--- src/rtl/shift_sequencer_pkg.sv ---
// Shared constants for the shifter control stage: op codes, slice modes, FSM states.
// SHIFT_RCX_EN adds rotate-through-carry ops RCL/RCR.
package shift_sequencer_pkg;

  localparam logic [2:0] OP_SHL = 3'b000;
  localparam logic [2:0] OP_SHR = 3'b001;
  localparam logic [2:0] OP_ROL = 3'b010;
  localparam logic [2:0] OP_ROR = 3'b011;
  localparam logic [2:0] OP_ASR = 3'b100;
  localparam logic [2:0] OP_RCL = 3'b101;
  localparam logic [2:0] OP_RCR = 3'b110;

  localparam logic [1:0] MODE_HOLD  = 2'b00;
  localparam logic [1:0] MODE_RIGHT = 2'b01;
  localparam logic [1:0] MODE_LEFT  = 2'b10;
  localparam logic [1:0] MODE_LOAD  = 2'b11;

  typedef logic [1:0] state_t;
  localparam state_t ST_IDLE  = 2'd0;
  localparam state_t ST_LOAD  = 2'd1;
  localparam state_t ST_SHIFT = 2'd2;
  localparam state_t ST_DONE  = 2'd3;

  function automatic logic op_legal(input logic [2:0] op);
`ifdef SHIFT_RCX_EN
    return (op != 3'b111);
`else
    return (op <= OP_ASR);
`endif
  endfunction

  // Left-moving ops; everything else legal shifts right.
  function automatic logic op_is_left(input logic [2:0] op);
    return (op == OP_SHL) || (op == OP_ROL) || (op == OP_RCL);
  endfunction

  function automatic logic op_is_rcx(input logic [2:0] op);
`ifdef SHIFT_RCX_EN
    return (op == OP_RCL) || (op == OP_RCR);
`else
    return (op == 3'b111) && (op != 3'b111);
`endif
  endfunction

endpackage

--- src/rtl/shift_sequencer_if.sv ---
// Command/slice bus between the execute stage, the shift sequencer and the shifter slices.
interface shift_sequencer_if #(
  parameter int unsigned WIDTH = 16,
  parameter int unsigned AW    = 4
);
  logic             START;
  logic [2:0]       OP;
  logic [AW-1:0]    AMT;
  logic [WIDTH-1:0] DIN;
  logic [WIDTH-1:0] Q;
  logic             S1;
  logic             S0;
  logic [WIDTH-1:0] PIN;
  logic             LSB_IN;
  logic             MSB_IN;
  logic             BUSY;
  logic             DONE;
  logic             CARRY;
  logic             ILLEGAL;

  modport master (
    output START, OP, AMT, DIN, Q,
    input  S1, S0, PIN, LSB_IN, MSB_IN, BUSY, DONE, CARRY, ILLEGAL
  );

  modport slave (
    input  START, OP, AMT, DIN, Q,
    output S1, S0, PIN, LSB_IN, MSB_IN, BUSY, DONE, CARRY, ILLEGAL
  );
endinterface

--- src/rtl/shift_sequencer.sv ---
// Sequences four cascaded 4-bit universal shift slices through load + AMT shift steps.
// Define SHIFT_RCX_EN to enable RCL/RCR (rotate through carry).
module shift_sequencer
  import shift_sequencer_pkg::*;
#(
  parameter int unsigned WIDTH = 16,
  parameter int unsigned AW    = 4
) (
  input logic             CLOCK,
  input logic             RESET,
  shift_sequencer_if.slave bus
);

  state_t         state;
  state_t         state_nxt;
  logic [2:0]     op_q;
  logic [AW-1:0]  cnt;
  logic           carry_q;
  logic           illegal_q;
  logic [1:0]     mode;
  logic [WIDTH-1:0] pin;
  logic           lsb_in;
  logic           msb_in;
  logic           is_left;

  assign is_left = op_is_left(op_q);

  // State, latched command, step counter and carry capture.
  always_ff @(posedge CLOCK or posedge RESET) begin
    if (RESET) begin
      state     <= ST_IDLE;
      op_q      <= '0;
      cnt       <= '0;
      carry_q   <= 1'b0;
      illegal_q <= 1'b0;
    end else begin
      state <= state_nxt;
      case (state)
        ST_IDLE: begin
          if (bus.START) begin
            op_q      <= bus.OP;
            cnt       <= bus.AMT;
            illegal_q <= ~op_legal(bus.OP);
          end
        end
        ST_LOAD: begin
          if (!op_is_rcx(op_q)) carry_q <= 1'b0;
        end
        ST_SHIFT: begin
          cnt     <= cnt - AW'(1);
          carry_q <= is_left ? bus.Q[WIDTH-1] : bus.Q[0];
        end
        default: ;
      endcase
    end
  end

  // Next state and slice control decode.
  always_comb begin
    state_nxt = state;
    mode      = MODE_HOLD;
    pin       = '0;
    lsb_in    = 1'b0;
    msb_in    = 1'b0;
    case (state)
      ST_IDLE: begin
        if (bus.START) state_nxt = op_legal(bus.OP) ? ST_LOAD : ST_DONE;
      end
      ST_LOAD: begin
        mode      = MODE_LOAD;
        pin       = bus.DIN;
        state_nxt = (cnt != '0) ? ST_SHIFT : ST_DONE;
      end
      ST_SHIFT: begin
        mode = is_left ? MODE_LEFT : MODE_RIGHT;
        case (op_q)
          OP_ROL: lsb_in = bus.Q[WIDTH-1];
          OP_ROR: msb_in = bus.Q[0];
          OP_ASR: msb_in = bus.Q[WIDTH-1];
`ifdef SHIFT_RCX_EN
          OP_RCL: lsb_in = carry_q;
          OP_RCR: msb_in = carry_q;
`endif
          default: ;
        endcase
        if (cnt == AW'(1)) state_nxt = ST_DONE;
      end
      ST_DONE: state_nxt = ST_IDLE;
      default: state_nxt = ST_IDLE;
    endcase
  end

  assign bus.S1      = mode[1];
  assign bus.S0      = mode[0];
  assign bus.PIN     = pin;
  assign bus.LSB_IN  = lsb_in;
  assign bus.MSB_IN  = msb_in;
  assign bus.BUSY    = (state == ST_LOAD) || (state == ST_SHIFT);
  assign bus.DONE    = (state == ST_DONE);
  assign bus.CARRY   = carry_q;
  assign bus.ILLEGAL = (state == ST_DONE) && illegal_q;

endmodule

--- src/flat_wrapper.sv ---
// flat-port wrapper written by rule: the top's interface ports become plain ports
module shift_sequencer_flat import shift_sequencer_pkg::*;
#(
  parameter int unsigned WIDTH = 16,
  parameter int unsigned AW    = 4
)
  (CLOCK, RESET, bus_START, bus_OP, bus_AMT, bus_DIN, bus_Q, bus_S1, bus_S0, bus_PIN, bus_LSB_IN, bus_MSB_IN, bus_BUSY, bus_DONE, bus_CARRY, bus_ILLEGAL);
  shift_sequencer_if #(.WIDTH(WIDTH), .AW(AW)) bus_i ();
  input logic CLOCK;
  input logic RESET;
  input wire logic [$bits(bus_i.START)-1:0] bus_START;
  input wire logic [$bits(bus_i.OP)-1:0] bus_OP;
  input wire logic [$bits(bus_i.AMT)-1:0] bus_AMT;
  input wire logic [$bits(bus_i.DIN)-1:0] bus_DIN;
  input wire logic [$bits(bus_i.Q)-1:0] bus_Q;
  output wire logic [$bits(bus_i.S1)-1:0] bus_S1;
  output wire logic [$bits(bus_i.S0)-1:0] bus_S0;
  output wire logic [$bits(bus_i.PIN)-1:0] bus_PIN;
  output wire logic [$bits(bus_i.LSB_IN)-1:0] bus_LSB_IN;
  output wire logic [$bits(bus_i.MSB_IN)-1:0] bus_MSB_IN;
  output wire logic [$bits(bus_i.BUSY)-1:0] bus_BUSY;
  output wire logic [$bits(bus_i.DONE)-1:0] bus_DONE;
  output wire logic [$bits(bus_i.CARRY)-1:0] bus_CARRY;
  output wire logic [$bits(bus_i.ILLEGAL)-1:0] bus_ILLEGAL;
  assign bus_i.START = bus_START;
  assign bus_i.OP = bus_OP;
  assign bus_i.AMT = bus_AMT;
  assign bus_i.DIN = bus_DIN;
  assign bus_i.Q = bus_Q;
  assign bus_S1 = bus_i.S1;
  assign bus_S0 = bus_i.S0;
  assign bus_PIN = bus_i.PIN;
  assign bus_LSB_IN = bus_i.LSB_IN;
  assign bus_MSB_IN = bus_i.MSB_IN;
  assign bus_BUSY = bus_i.BUSY;
  assign bus_DONE = bus_i.DONE;
  assign bus_CARRY = bus_i.CARRY;
  assign bus_ILLEGAL = bus_i.ILLEGAL;
  shift_sequencer #(.WIDTH(WIDTH), .AW(AW)) u_core (.CLOCK(CLOCK), .RESET(RESET), .bus(bus_i));
endmodule
--- config.mk ---
export PLATFORM = sky130hd
export DESIGN_NAME = shift_sequencer_flat
export DESIGN_NICKNAME = d
export VERILOG_FILES = /design/src/rtl/shift_sequencer_pkg.sv /design/src/rtl/shift_sequencer_if.sv /design/src/rtl/shift_sequencer.sv /design/src/flat_wrapper.sv
export SDC_FILE = /design/constraint.sdc
export NUM_CORES = 1
export LEC_CHECK = 0
export CORE_UTILIZATION = 36
export DETAILED_ROUTE_END_ITERATION = 16
export PLACE_DENSITY_LB_ADDON = 0.12
export SETUP_SLACK_MARGIN = 0.02
export SYNTH_ARGS = -nofsm -noshare
export SYNTH_HDL_FRONTEND = slang
export SYNTH_SLANG_ARGS = --single-unit
--- constraint.sdc ---
create_clock -name CLOCK -period 4 [get_ports CLOCK]
set_input_delay 0.4 -clock CLOCK [delete_from_list [all_inputs] [get_ports CLOCK]]
set_output_delay 0.4 -clock CLOCK [all_outputs]
set_load 0.1 [all_outputs]
==> results.sh <==
export IMPL_grt_ovfl_total=0
export IMPL_clk_transition_reported_paths_ns=0.08
export IMPL_synthToLayoutAreaGrowth_pct=63.2
export IMPL_place_ws_ns=1.22
export IMPL_placeableCoreArea_um2=2230
export IMPL_gp_congestion=0.779
export IMPL_clock_sink_count=11
export IMPL_layout_drive_gt1_share_pct=9.33
export IMPL_die_height_um=51.0
export IMPL_clk_path_buf_depth=2
export IMPL_timing_slew_headroom_pct=34.1
export IMPL_htree_num_levels=1
export IMPL_grt_setup_unrepaired="no"
export IMPL_yosysSeqAreaShare_pct=31.8
export IMPL_grt_max_degree=20
export IMPL_filler_cell_count=211
export IMPL_drt_pass1_iterations=4
export IMPL_cts_repair_timing_setup_buffer_count=0
export IMPL_io_buffers=51
export IMPL_placed_cells=174
export IMPL_setup_worst_path_end_class="output port"
export IMPL_worstPathArrival_ns=2.65
export IMPL_detailedPlacementHpwl_mm=1.88
export IMPL_antenna_left=0
export IMPL_synth_top_area_cell="dfrtp_1"
export IMPL_final_setup_viol_count=0
export IMPL_grt_first_pass_wirelength_mm=3.82
export IMPL_final_period_minus_worst_setup_slack_ns=3.05
export IMPL_fmax_ghz=0.327
export IMPL_setup_worst_path_class="flip-flop to output port"
export IMPL_num_antenna_cells=0
export IMPL_routed_via_density=4.90
export IMPL_worstSetupStartpointType="flip-flop"
export IMPL_finish_net_count=201
export IMPL_hold_violations=0
export IMPL_crit_fanout=13
export IMPL_async_reset_ff_share_pct=100
export IMPL_worstHoldPathType="input pin to asynchronous set/reset pin"
export IMPL_r2r_worst_path_cells=6
export IMPL_synth_edff_count=0
export IMPL_synth_cells=98
export IMPL_status="finished, final reports clean"
export IMPL_die_area_um2=2600
export IMPL_synth_seq_cells=11
export IMPL_detail_route_wl_per_cell_um=12.9
export IMPL_route_detailed_drc=0
export IMPL_yosysWarningCount=0
export IMPL_die_w_um=51.0
export IMPL_drt_iter0_markers=11
export IMPL_post_cts_hold_buffer_count=0
export IMPL_num_vias=873
export IMPL_setup_total_negative_slack_ns=0
export IMPL_fp_row_count=17
export IMPL_grt_pass1_vias=888
export IMPL_cts_tree="done"
export IMPL_ys_top_cells_by_area="dfrtp_1 32%, and2_1 12%, ha_1 12%"
export IMPL_cell_with_the_most_instances_after_synthesis="and2_1"
export IMPL_totalWireLength_mm=2.30
export IMPL_dominantRegCellSynth="dfrtp_1"
export IMPL_worstPathRequired_ns=3.60
export IMPL_fin_hold_ws_ns=0.428
export IMPL_tightestPinTransition_ns=0.985
export IMPL_final_instance_count_excl_fill=178
export IMPL_clkLatencyLatePin_ns=0.26
export IMPL_finalCritPeriodShare_pct=76.3
export IMPL_cts_resized=0
export IMPL_worst_clock_skew_ns=0.00804
export IMPL_gr_usage_all_layers_pct=19.6
export IMPL_tritoncts_num_buffers=3
export IMPL_post_synth_design_cell_area_um2=865
export IMPL_slew_viol_final=0
export IMPL_initial_utilization_pct=38.7
export IMPL_ys_top_cells_by_count="17 x and2_1, 11 x dfrtp_1, 8 x ha_1, 7 x inv_1"
export IMPL_synth_lib_cells_used_distinct=33
export IMPL_ioPinCount=66
export IMPL_synthesis_nets=148
export IMPL_maximum_capacitance_violations=0
export IMPL_post_synth_cell_area_avg_um2=8.82
export IMPL_cts_root_buf="clkbuf_4"
export IMPL_initial_antenna_violation_count=0
export IMPL_synthDominantCellAreaShare_pct=31.8
export IMPL_post_route_worst_setup_slack_ns=0.946
==> metrics by stage <==
step | utilization (%) | area (um^2)
after floorplan | - | 865
after global placement | 62.0 | 1390
after detailed placement | 62.0 | 1390
after CTS | 63.2 | 1410
after global routing | 63.2 | 1410
final | 63.2 | 1410
==> worst max-delay path, stage by stage, from the launching register on <==
cell and delay (ns):
dfrtp_1 0.41, inv_1 0.14, ha_1 0.45, a21oi_1 0.12, nor2_1 0.11, clkdlybuf4s50_1 1.14
==> metal layers <==
| layer | track usage, % | part of all wire (%) | vias to the layer above |
|---|---|---|---|
| li1 | - | - | 444 |
| met1 | 22.8 | 45 | 408 |
| met2 | 37.1 | 52 | 21 |
| met3 | 4.76 | 3.4 | 0 |
| met4 | 1.39 | 0 | 0 |
| met5 | 0 | 0 | - |
==> sequential cells by signal, summed over array words and instances, names as in the netlist <==
register	cells
u_core.cnt	4
u_core.bus.CARRY	1
u_core.illegal_q	1
u_core.op_q	3
u_core.state	2
==> cell usage in the layout (no fill, tap or decap), drive strengths merged <==
cell	instances
a21o	1
a21oi	6
a311oi	1
a32oi	1
and2	17
and3	1
buf	2
clkbuf	4
clkdlybuf4s50	49
dfrtp	11
ha	8
inv	7
mux2	3
mux2i	2
nand2	6
nand2b	1
nand3	2
nor2	6
nor2b	3
nor3	3
nor3b	1
nor4	1
o21a	2
o21ai	6
o21bai	1
o22a	1
o22ai	2
o2bb2ai	1
o32ai	1
==> path summary, 6_finish.rpt <==
check | endpoint | startpoint | slack (ns)
max | bus_S1 | u_core.state[0] | 0.95
min | u_core.cnt[1] | RESET | 0.43
max reg2reg | u_core.state[0] | u_core.state[0] | 2.24
min reg2reg | u_core.bus.CARRY | u_core.bus.CARRY | 0.50
max in group asynchronous | u_core.state[1] | RESET | 3.26
min in group CLOCK | u_core.bus.CARRY | u_core.bus.CARRY | 0.50
==> cells by family (layout without fill, tap and decap cells) <==
logic type,Yosys count,in the layout,synth area share (%)
muxes,5,5,6.22
DFF,11,11,31.8
AOI/OAI and AO/OA,23,23,18.2
and+or+nand+nor,41,41,26.8
buffers and inverters,10,62,5.35
adders and majority gates,8,8,11.6
==> area by class of cell <==
class / count / area (um^2) / area share, %
Clock buffer: 4 / 26.3 / 1.86
Timing Repair Buffer: 51 / 505 / 35.8
Sequential cell: 11 / 275 / 19.5
Inverter: 7 / 26.3 / 1.86
Multi-Input combinational cell: 77 / 543 / 38.5
Tap cell: 28 / 35.0 / 2.48
Power is not shown: default switching activity piles up to over one toggle a cycle in this logic, so the estimate is an artifact.
